$ cat src/rtl/data_mem_arbiter.sv
// Two-port arbiter in front of the data memory: IDLE -> ISSUE -> (WAIT) -> RESP, all outputs registered.
// Tie-break is fixed priority to r0 unless DATA_ARB_ROUND_ROBIN_EN is defined, which enables round-robin.
module data_mem_arbiter (
  input  logic        clk,
  input  logic        reset,
  input  logic        r0_req,
  input  logic        r0_we,
  input  logic [31:0] r0_addr,
  input  logic [31:0] r0_wdata,
  input  logic [3:0]  r0_sign_mask,
  output logic        r0_ack,
  output logic [31:0] r0_rdata,
  input  logic        r1_req,
  input  logic        r1_we,
  input  logic [31:0] r1_addr,
  input  logic [31:0] r1_wdata,
  input  logic [3:0]  r1_sign_mask,
  output logic        r1_ack,
  output logic [31:0] r1_rdata,
  output logic [31:0] mem_addr,
  output logic [31:0] mem_write_data,
  output logic        mem_memwrite,
  output logic        mem_memread,
  output logic [3:0]  mem_sign_mask,
  input  logic [31:0] mem_read_data,
  input  logic        mem_clk_stall,
  output logic        busy
);

  typedef enum logic [1:0] {IDLE, ISSUE, WAIT, RESP} state_t;

  state_t      state, state_n;
  logic        gnt_id, gnt_we;
  logic        win, win_we;
  logic [31:0] win_addr, win_wdata;
  logic [3:0]  win_mask;
  logic        grant, done, rd_n, wr_n;

`ifdef DATA_ARB_ROUND_ROBIN_EN
  logic pref;  // port that wins the next tie

  always_comb begin
    win = 1'b0;
    if (r0_req && r1_req) win = pref;
    else                  win = r1_req;
  end
`else
  always_comb begin
    win = 1'b0;
    win = ~r0_req;
  end
`endif

  assign win_we    = win ? r1_we        : r0_we;
  assign win_addr  = win ? r1_addr      : r0_addr;
  assign win_wdata = win ? r1_wdata     : r0_wdata;
  assign win_mask  = win ? r1_sign_mask : r0_sign_mask;

  always_ff @(posedge clk or posedge reset) begin
    if (reset) state <= IDLE;
    else       state <= state_n;
  end

  always_comb begin
    state_n = state;
    grant   = 1'b0;
    done    = 1'b0;
    rd_n    = 1'b0;
    wr_n    = 1'b0;
    case (state)
      IDLE: begin
        if (r0_req || r1_req) begin
          grant   = 1'b1;
          state_n = ISSUE;
          rd_n    = ~win_we;
          wr_n    = win_we;
        end
      end
      ISSUE: begin
        if (gnt_we) begin
          state_n = WAIT;
        end else begin
          state_n = RESP;
          done    = 1'b1;
        end
      end
      WAIT: begin
        if (!mem_clk_stall) begin
          state_n = RESP;
          done    = 1'b1;
        end
      end
      RESP:    state_n = IDLE;
      default: state_n = IDLE;
    endcase
  end

  // Latched request fields double as the memory-side outputs, so they hold between accesses.
  always_ff @(posedge clk or posedge reset) begin
    if (reset) begin
      gnt_id         <= 1'b0;
      gnt_we         <= 1'b0;
      mem_addr       <= 32'h0;
      mem_write_data <= 32'h0;
      mem_sign_mask  <= 4'h0;
      mem_memread    <= 1'b0;
      mem_memwrite   <= 1'b0;
      r0_ack         <= 1'b0;
      r1_ack         <= 1'b0;
      r0_rdata       <= 32'h0;
      r1_rdata       <= 32'h0;
      busy           <= 1'b0;
    end else begin
      mem_memread  <= rd_n;
      mem_memwrite <= wr_n;
      r0_ack       <= done & ~gnt_id;
      r1_ack       <= done & gnt_id;
      busy         <= (state_n != IDLE);
      if (grant) begin
        gnt_id         <= win;
        gnt_we         <= win_we;
        mem_addr       <= win_addr;
        mem_write_data <= win_wdata;
        mem_sign_mask  <= win_mask;
      end
      if (state == ISSUE && !gnt_we) begin
        if (gnt_id) r1_rdata <= mem_read_data;
        else        r0_rdata <= mem_read_data;
      end
    end
  end

`ifdef DATA_ARB_ROUND_ROBIN_EN
  always_ff @(posedge clk or posedge reset) begin
    if (reset)      pref <= 1'b0;
    else if (grant) pref <= ~win;
  end
`endif

endmodule

$ cat config.mk
export PLATFORM = sky130hd
export DESIGN_NAME = data_mem_arbiter
export DESIGN_NICKNAME = d
export VERILOG_FILES = /design/src/rtl/data_mem_arbiter.sv
export SDC_FILE = /design/constraint.sdc
export NUM_CORES = 1
export LEC_CHECK = 0
export CAP_MARGIN = 30
export CORE_UTILIZATION = 25
export CTS_CLUSTER_DIAMETER = 120
export DETAILED_ROUTE_END_ITERATION = 12
export DONT_BUFFER_PORTS = 1
export GPL_ROUTABILITY_DRIVEN = 0
export GPL_TIMING_DRIVEN = 0
export PLACE_DENSITY_LB_ADDON = 0.1
export SKIP_LAST_GASP = 1
export SLEW_MARGIN = 20
export SYNTH_ARGS = -nofsm -noshare
export SYNTH_HDL_FRONTEND = slang
export SYNTH_SLANG_ARGS = --single-unit
$ cat constraint.sdc
create_clock -name clk -period 8 [get_ports clk]
set_clock_uncertainty 0.05 [all_clocks]
set_input_delay 0.8 -clock clk [delete_from_list [all_inputs] [get_ports clk]]
set_output_delay 0.8 -clock clk [all_outputs]
set_load 0.01 [all_outputs]
==> results of run 1 <==
## stage by stage
step	hold slack [ns]	utilization [%]	power, mW
5_1_grt	0.242	30.0	3.14
4_1_cts	0.240	30.0	3.01
3_5_place_dp	0.490	27.6	2.22
6_report	0.217	30.0	2.94
3_3_place_gp	0.487	27.4	2.19
2_1_floorplan	0.396	-	1.97
## power by group
part           internal [mW]  switching (mW)  total, mW
sequential              1.06           0.428       1.49
clock                  0.459           0.310      0.769
combinational          0.367           0.311      0.678
## state kept, by name, summed over array words and instances, names as in the netlist
| name | count |
|---|---|
| r1_ack | 1 |
| mem_memwrite | 1 |
| r0_rdata | 32 |
| gnt_we | 1 |
| mem_memread | 1 |
| state | 2 |
| busy | 1 |
| r1_rdata | 32 |
| mem_sign_mask | 4 |
| mem_addr | 32 |
| gnt_id | 1 |
| r0_ack | 1 |
| mem_write_data | 32 |
## cell usage in the layout (no fill, tap or decap)
cell / synthesis / final
and2_4: 1 / 1
inv_6: 0 / 3
inv_1: 5 / 4
nor2b_1: 2 / 2
o21ai_1: 13 / 13
buf_4: 2 / 2
nand2_1: 70 / 70
buf_16: 0 / 1
inv_8: 0 / 1
bufinv_16: 0 / 2
clkinv_4: 0 / 3
clkbuf_1: 4 / 5
clkbuf_16: 0 / 17
clkbuf_2: 2 / 2
o21ai_0: 58 / 58
nor2_1: 3 / 3
buf_2: 5 / 5
nand3_1: 1 / 1
nand4b_1: 1 / 1
clkinvlp_4: 0 / 3
mux2i_1: 69 / 69
o21ai_4: 1 / 1
mux2_4: 30 / 30
ha_1: 3 / 3
dfrtp_1: 141 / 141
clkinv_2: 0 / 1
a21oi_1: 1 / 1
mux2_2: 34 / 34
nor2b_4: 1 / 1
o21bai_1: 1 / 1
buf_6: 17 / 17
## area by class of cell
cell class / count / area [um^2] / share of cell area, %
buffer: 30 / 256 / 3.63
timing repair buffer: 1 / 27.5 / 0.389
sequential: 141 / 3530 / 49.9
clock buffer: 18 / 429 / 6.07
inverter: 5 / 26.3 / 0.371
clock inverter: 12 / 140 / 1.98
multi-input combinational: 289 / 2270 / 32.1
tap: 319 / 399 / 5.64
## worst min-delay path by stage
stage | startpoint | to | cells past startpoint
global route | reset | mem_addr[4]$_DFFE_PP0P_ | 1
CTS | reset | mem_addr[4]$_DFFE_PP0P_ | 1
floorplan | gnt_id$_DFFE_PP0P_ | r0_ack$_DFF_PP0_ | 1
detailed placement | gnt_id$_DFFE_PP0P_ | r0_ack$_DFF_PP0_ | 1
finish | reset | mem_addr[4]$_DFFE_PP0P_ | 1
global placement | mem_write_data[10]$_DFFE_PP0P_ | mem_write_data[10]$_DFFE_PP0P_ | 2
## per-layer routing
| layer | wire length (um) | vias to the layer above | part of all wire [%] | global-route usage (%) |
|---|---|---|---|---|
| li1 | - | 1640 | - | - |
| met1 | 5840 | 1764 | 38 | 13.3 |
| met2 | 7680 | 207 | 50 | 20.6 |
| met3 | 1720 | 14 | 11 | 5.61 |
| met4 | 195 | 2 | 1.3 | 4.30 |
| met5 | 12 | - | 0.078 | 0 |
## logic make-up (layout without fill, tap and decap cells)
group,after synthesis,count (layout),synth area share (%)
flops,141,141,58.1
mux,133,133,25.1
simple gates,79,79,5.32
compound gates,74,74,6.33
buf+inv,35,66,4.53
fa+ha+maj,3,3,0.618
==> run_results.csv, run 1 <==
group,metric,value,unit
status,status,"finished clean",
yosys,netlist_top_cells_area,"dfrtp_1, mux2i_1, mux2_4",
timing,setup_tns,0,ns
clock_network,clk_latency,0.41,ns
routing,wl_per_cell,19.0,um
setup_path,r2r_end,"r1_rdata[6]$_DFFE_PP0P_",
yosys,ys_async_sr_fraction,100,%
run,maxCapViolCount,0,
timing,final-max-slew-violation-count,0,
setup_path,path_max_fanout,1,
timing,hold_viol_final,0,
clock_network,cts_setup_buffers,0,
yosys,synth.top_cell.area_share,58.1,%
timing,post-route-period-util,21.5,%
global_route,grt_pass1_wl,22100,um
clock_network,cts_made_buffers,17,
global_route,grt_antenna_before_repair,1,
clock_network,cts_hold_buf,0,
yosys,synth-edff-count,0,
yosys,ys.flop_type,"dfrtp_1",
worst_hold_path,min_path_type,"in2async",
placed_design,io_buffers,0,
timing,rsz0062_at_grt,"no",
yosys,netlist_area,6070,um^2
yosys,syn_nets,643,
placed_design,postPlaceCellArea,6510,um^2
setup_path,critPathLaunch,"mem_memwrite$_DFF_PP0_",
yosys,yosysWarnings,0,
global_route,track_usage,12.2,%
yosys,yosys.cell_count.top_type,"dfrtp_1",
finish,drive_gt1_share,25.0,%
setup_path,worstPathRequired,7.15,ns
power_and_ir_drop,leakage,3.25,nW
setup_path,startpoint_type,"flop",
die,io_pins,312,
finish,area_growth_syn_to_layout,16.5,%
routing,vias,3627,
setup_path,r2r_slack,6.30,ns
setup_path,arrival,0.87,ns
die,die_h,158,um
timing,slew-limit-headroom,66.2,%
finish,diodes,0,
yosys,synth-seq-area-share,58.1,%
global_route,grt_pass1_vias,3744,
clock_network,h-tree-depth,4,
global_route,grt_max_degree,75,
yosys,synth_cells,465,
placed_design,placed_cells,785,
setup_path,r2r-start,"state[0]$_DFF_PP0_",
setup_path,crit_end,"mem_memwrite",
power_and_ir_drop,power.density,415,nW/um^2
placed_design,dp_hpwl,11700,um
timing,fin_crit,1.72,ns
routing,post_drt_via_cell_ratio,4.45,
clock_network,cts_resized,0,
routing,ant_nets,0,
clock_network,cts_tree,"yes",
finish,final_nets,663,
clock_network,clk_path_buf_depth,2,
die,fp.dieArea,24900,um^2
routing,drt_first_iter_violations,86,
die,initial_core_util,25.7,%
finish,layoutNonFillerInstCount,815,
global_route,gr-total-overflow,0,
timing,fmax,0.581,GHz
die,die_w,158,um
die,rows,56,
yosys,synth-seq-cells,141,
finish,finish.instance_area,7080,um^2
routing,wl,15400,um
routing,firstDrtPassIters,4,
timing,fin_ws,6.28,ns
placed_design,pre_cts_ws,5.91,ns
clock_network,cts_root_buffer,"clkbuf_16",
timing,finalSetupViolCount,0,
power_and_ir_drop,vdd_ir_drop_max,0.119,mV
finish,num-fill-cells,2404,
setup_path,cp.depth,0,
setup_path,end_kind,"output pin",
clock_network,clkSlewWorstSetupHoldPaths,0.06,ns
routing,drc,0,
yosys,yosysTopAreaCell,"dfrtp_1",
setup_path,rr_worst_depth,5,
yosys,synth_cell_types,23,
yosys,yosys-top-cells-count,"dfrtp_1, nand2_1, mux2i_1, o21ai_0, mux2_2",
setup_path,crit_type,"reg2out",
clock_network,clock_sinks,141,
yosys,syn_area_per_cell,13.1,um^2
die,core_area,23600,um^2
timing,tightest_slew,0.507,ns
(Power assumes the default switching activity.)
==> run 2, diff against run 1 <==
Clock period 8 ns to 1.6 ns, I/O delays scaled along.
==> run 2 against run 1 <==
Effect of this change:
- the flow now stops in clock tree synthesis
- area after synthesis did not move
- synthesized cell count did not move
==> run_results.csv, run 2 <==
group,metric,value,unit
clock_network,cts_hold_buf,167,
status,haltStage,"clock tree synthesis",
clock_network,clk_path_buf_depth,2,
yosys,synth-seq-area-share,58.1,%
die,die_w,158,um
die,rows,56,
yosys,yosys.cell_count.top_type,"dfrtp_1",
clock_network,clock_sinks,141,
clock_network,cts_root_buffer,"clkbuf_16",
clock_network,cts_made_buffers,17,
die,initial_core_util,25.7,%
placed_design,postPlaceCellArea,6580,um^2
placed_design,pre_cts_ws,-0.121,ns
placed_design,placed_cells,789,
placed_design,dp_hpwl,12500,um
yosys,synth_cells,465,
yosys,syn_area_per_cell,13.1,um^2
yosys,yosysWarnings,0,
placed_design,io_buffers,0,
yosys,netlist_area,6070,um^2
clock_network,cts_resized,25,
yosys,yosys-top-cells-count,"dfrtp_1, nand2_1, mux2i_1, o21ai_0, mux2_2",
yosys,synth-seq-cells,141,
yosys,netlist_top_cells_area,"dfrtp_1, mux2i_1, mux2_4",
yosys,syn_nets,643,
status,status,"did not finish",
status,firstError,"[ERROR RSZ-0060] Max buffer count reached.",
clock_network,h-tree-depth,4,
yosys,yosysTopAreaCell,"dfrtp_1",
die,io_pins,312,
yosys,synth-edff-count,0,
yosys,ys.flop_type,"dfrtp_1",
die,die_h,158,um
clock_network,cts_setup_buffers,7,
yosys,synth.top_cell.area_share,58.1,%
yosys,ys_async_sr_fraction,100,%
yosys,synth_cell_types,23,
==> run 2: cell counts after synthesis <==
Identical to the previous run, type by type.
==> run 2: kinds of logic after synthesis <==
group	share of synthesized area, %
compound gates	6.33
simple gates	5.32
fa+ha+maj	0.618
flops	58.1
buf+inv	4.53
mux	25.1
==> run 2: stage by stage <==
stage / hold WS (ns) / util, %
2_1_floorplan: 0.258 / -
3_3_place_gp: 0.259 / 27.4
3_5_place_dp: 0.0108 / 27.9
==> run 3, diff against run 2 <==
Settings changed: CORE_UTILIZATION 25 to 20, CTS_CLUSTER_DIAMETER 120 to not set, PLACE_DENSITY_LB_ADDON 0.1 to 0.15.
==> run 3 against run 2 <==
Effect of this change:
- the flow now finishes, with violations (negative setup slack)
==> run_results.csv, run 3 (same netlist as run 1, synthesis figures left out) <==
group,metric,value,unit
placed_design,dp_hpwl,12700,um
global_route,grt_pass1_vias,4818,
global_route,grt_max_degree,35,
setup_path,worstPathRequired,1.85,ns
clock_network,cts_root_buffer,"clkbuf_16",
setup_path,end_kind,"flop",
setup_path,crit_chain,"ha_4 > nor2b_4 > and2_4 > buf_12 > buf_12 > buf_12 > mux2_4",
routing,firstDrtPassIters,4,
clock_network,clk_latency,0.41,ns
setup_path,arrival,1.96,ns
worst_hold_path,min_path_type,"in2reg",
global_route,grt_antenna_before_repair,0,
finish,layout_common_cells,"dlygate4sd3_1, dfrtp_1, mux2i_1, nand2_1, mux2_4",
timing,fin_ws,-0.111,ns
timing,rsz0062_at_grt,"yes",
timing,post-route-period-util,107,%
routing,wl,19500,um
run,maxCapViolCount,0,
worst_hold_path,min-delay-start,"r1_req",
setup_path,path_max_fanout,5,
timing,setup_tns,-2.93,ns
setup_path,startpoint_type,"flop",
routing,post_drt_via_cell_ratio,4.08,
status,status,"complete, but fails checks",
clock_network,h-tree-depth,4,
placed_design,pre_cts_ws,-0.138,ns
timing,final-max-slew-violation-count,0,
worst_hold_path,min_to,"mem_memread$_DFF_PP0_",
placed_design,io_buffers,0,
die,initial_core_util,20.4,%
finish,layoutNonFillerInstCount,1093,
timing,fmax,0.584,GHz
placed_design,placed_cells,859,
setup_path,r2r_end,"r0_rdata[16]$_DFFE_PP0P_",
finish,finish.instance_area,9740,um^2
clock_network,clk_path_buf_depth,2,
finish,final_common_cell,"dlygate4sd3_1",
global_route,gr-total-overflow,0,
timing,tightest_slew,0.697,ns
setup_path,cp_top_family,"flip-flops",
setup_path,critPathLaunch,"state[0]$_DFF_PP0_",
timing,slew-limit-headroom,53.4,%
routing,wl_per_cell,17.9,um
timing,fin_crit,1.71,ns
die,rows,63,
die,io_pins,312,
finish,drive_gt1_share,25.2,%
power_and_ir_drop,power.total,17.2,mW
setup_path,r2r-start,"state[0]$_DFF_PP0_",
placed_design,postPlaceCellArea,6650,um^2
timing,whs,0.184,ns
finish,area_growth_syn_to_layout,60.5,%
routing,vias,4464,
setup_path,crit_top_cell,"buf_12",
global_route,grt_pass1_wl,27700,um
clock_network,cts_tree,"yes",
setup_path,rr_worst_depth,7,
finish,final_core_utilization,32.8,%
setup_path,cpMaxStageDelayCell,"dfrtp_2",
finish,diodes,0,
power_and_ir_drop,power.density,1760,nW/um^2
power_and_ir_drop,vdd_ir_drop_max,0.690,mV
setup_path,worst-path-buf-inv,3,
setup_path,max_stage_delay,0.44,ns
power_and_ir_drop,leakage,4.40,nW
timing,hold_viol_final,0,
clock_network,cts_made_buffers,17,
die,core_area,29700,um^2
clock_network,clkSlewWorstSetupHoldPaths,0.06,ns
setup_path,crit_type,"reg2reg",
setup_path,r2r_slack,-0.11,ns
status,violations,"negative setup slack",
routing,drt_first_iter_violations,125,
global_route,track_usage,11.9,%
worst_hold_path,min_path_cells,3,
finish,final_nets,868,
die,fp.dieArea,31100,um^2
die,die_w,176,um
routing,ant_nets,0,
clock_network,clock_sinks,141,
die,die_h,176,um
routing,drc,0,
timing,finalSetupViolCount,79,
## run 3: area by class of cell
class / count / area [um^2]
Multi-Input combinational cell: 289 / 2370
Sequential cell: 141 / 3530
Buffer: 28 / 360
Fill cell: 2953 / 20000
Clock buffer: 18 / 439
Inverter: 5 / 22.5
Timing Repair Buffer: 208 / 2350
Clock inverter: 14 / 184
Tap cell: 390 / 488
## run 3: worst reg2reg max path, stage by stage, from the launching register on
cell	delay, ns
dfrtp_2	0.44
ha_4	0.16
nor2b_4	0.11
and2_4	0.16
buf_12	0.14
buf_12	0.12
buf_12	0.13
mux2_4	0.30
## run 3: timing repair
action,CTS,global route
gates resized for setup,26,68
setup endpoints to repair,112,135
hold buffers,172,0
pin swaps,1,1
hold endpoints to repair,157,0
setup buffers,14,7
gates cloned,4,9
## run 3: power by group
part | total (mW) | internal, mW | switching, mW
Clock | 4.27 | 2.54 | 1.73
Combinational | 5.37 | 3.26 | 2.11
Sequential | 7.54 | 5.32 | 2.22
## run 3: how the worst max path moves through the flow
stage                                     end  cells after the start  slack, ns
6_report             r0_rdata[16]$_DFFE_PP0P_                      7      -0.11
3_3_place_gp   mem_write_data[10]$_DFFE_PP0P_                      1      -1.28
4_1_cts               r0_rdata[0]$_DFFE_PP0P_                      7      -0.12
3_5_place_dp         r1_rdata[23]$_DFFE_PP0P_                      5      -0.14
2_1_floorplan                  busy$_DFF_PP0_                      1      -0.37
5_1_grt              r0_rdata[20]$_DFFE_PP0P_                      8      -0.16
## run 3: routing by layer
| layer | up-vias | GRT usage (%) | share of wire [%] |
|---|---|---|---|
| met3 | 13 | 3.34 | 6.6 |
| met5 | - | 0 | 0 |
| li1 | 2067 | - | - |
| met2 | 184 | 21.4 | 51 |
| met1 | 2200 | 13.3 | 41 |
| met4 | 0 | 4.20 | 1.2 |
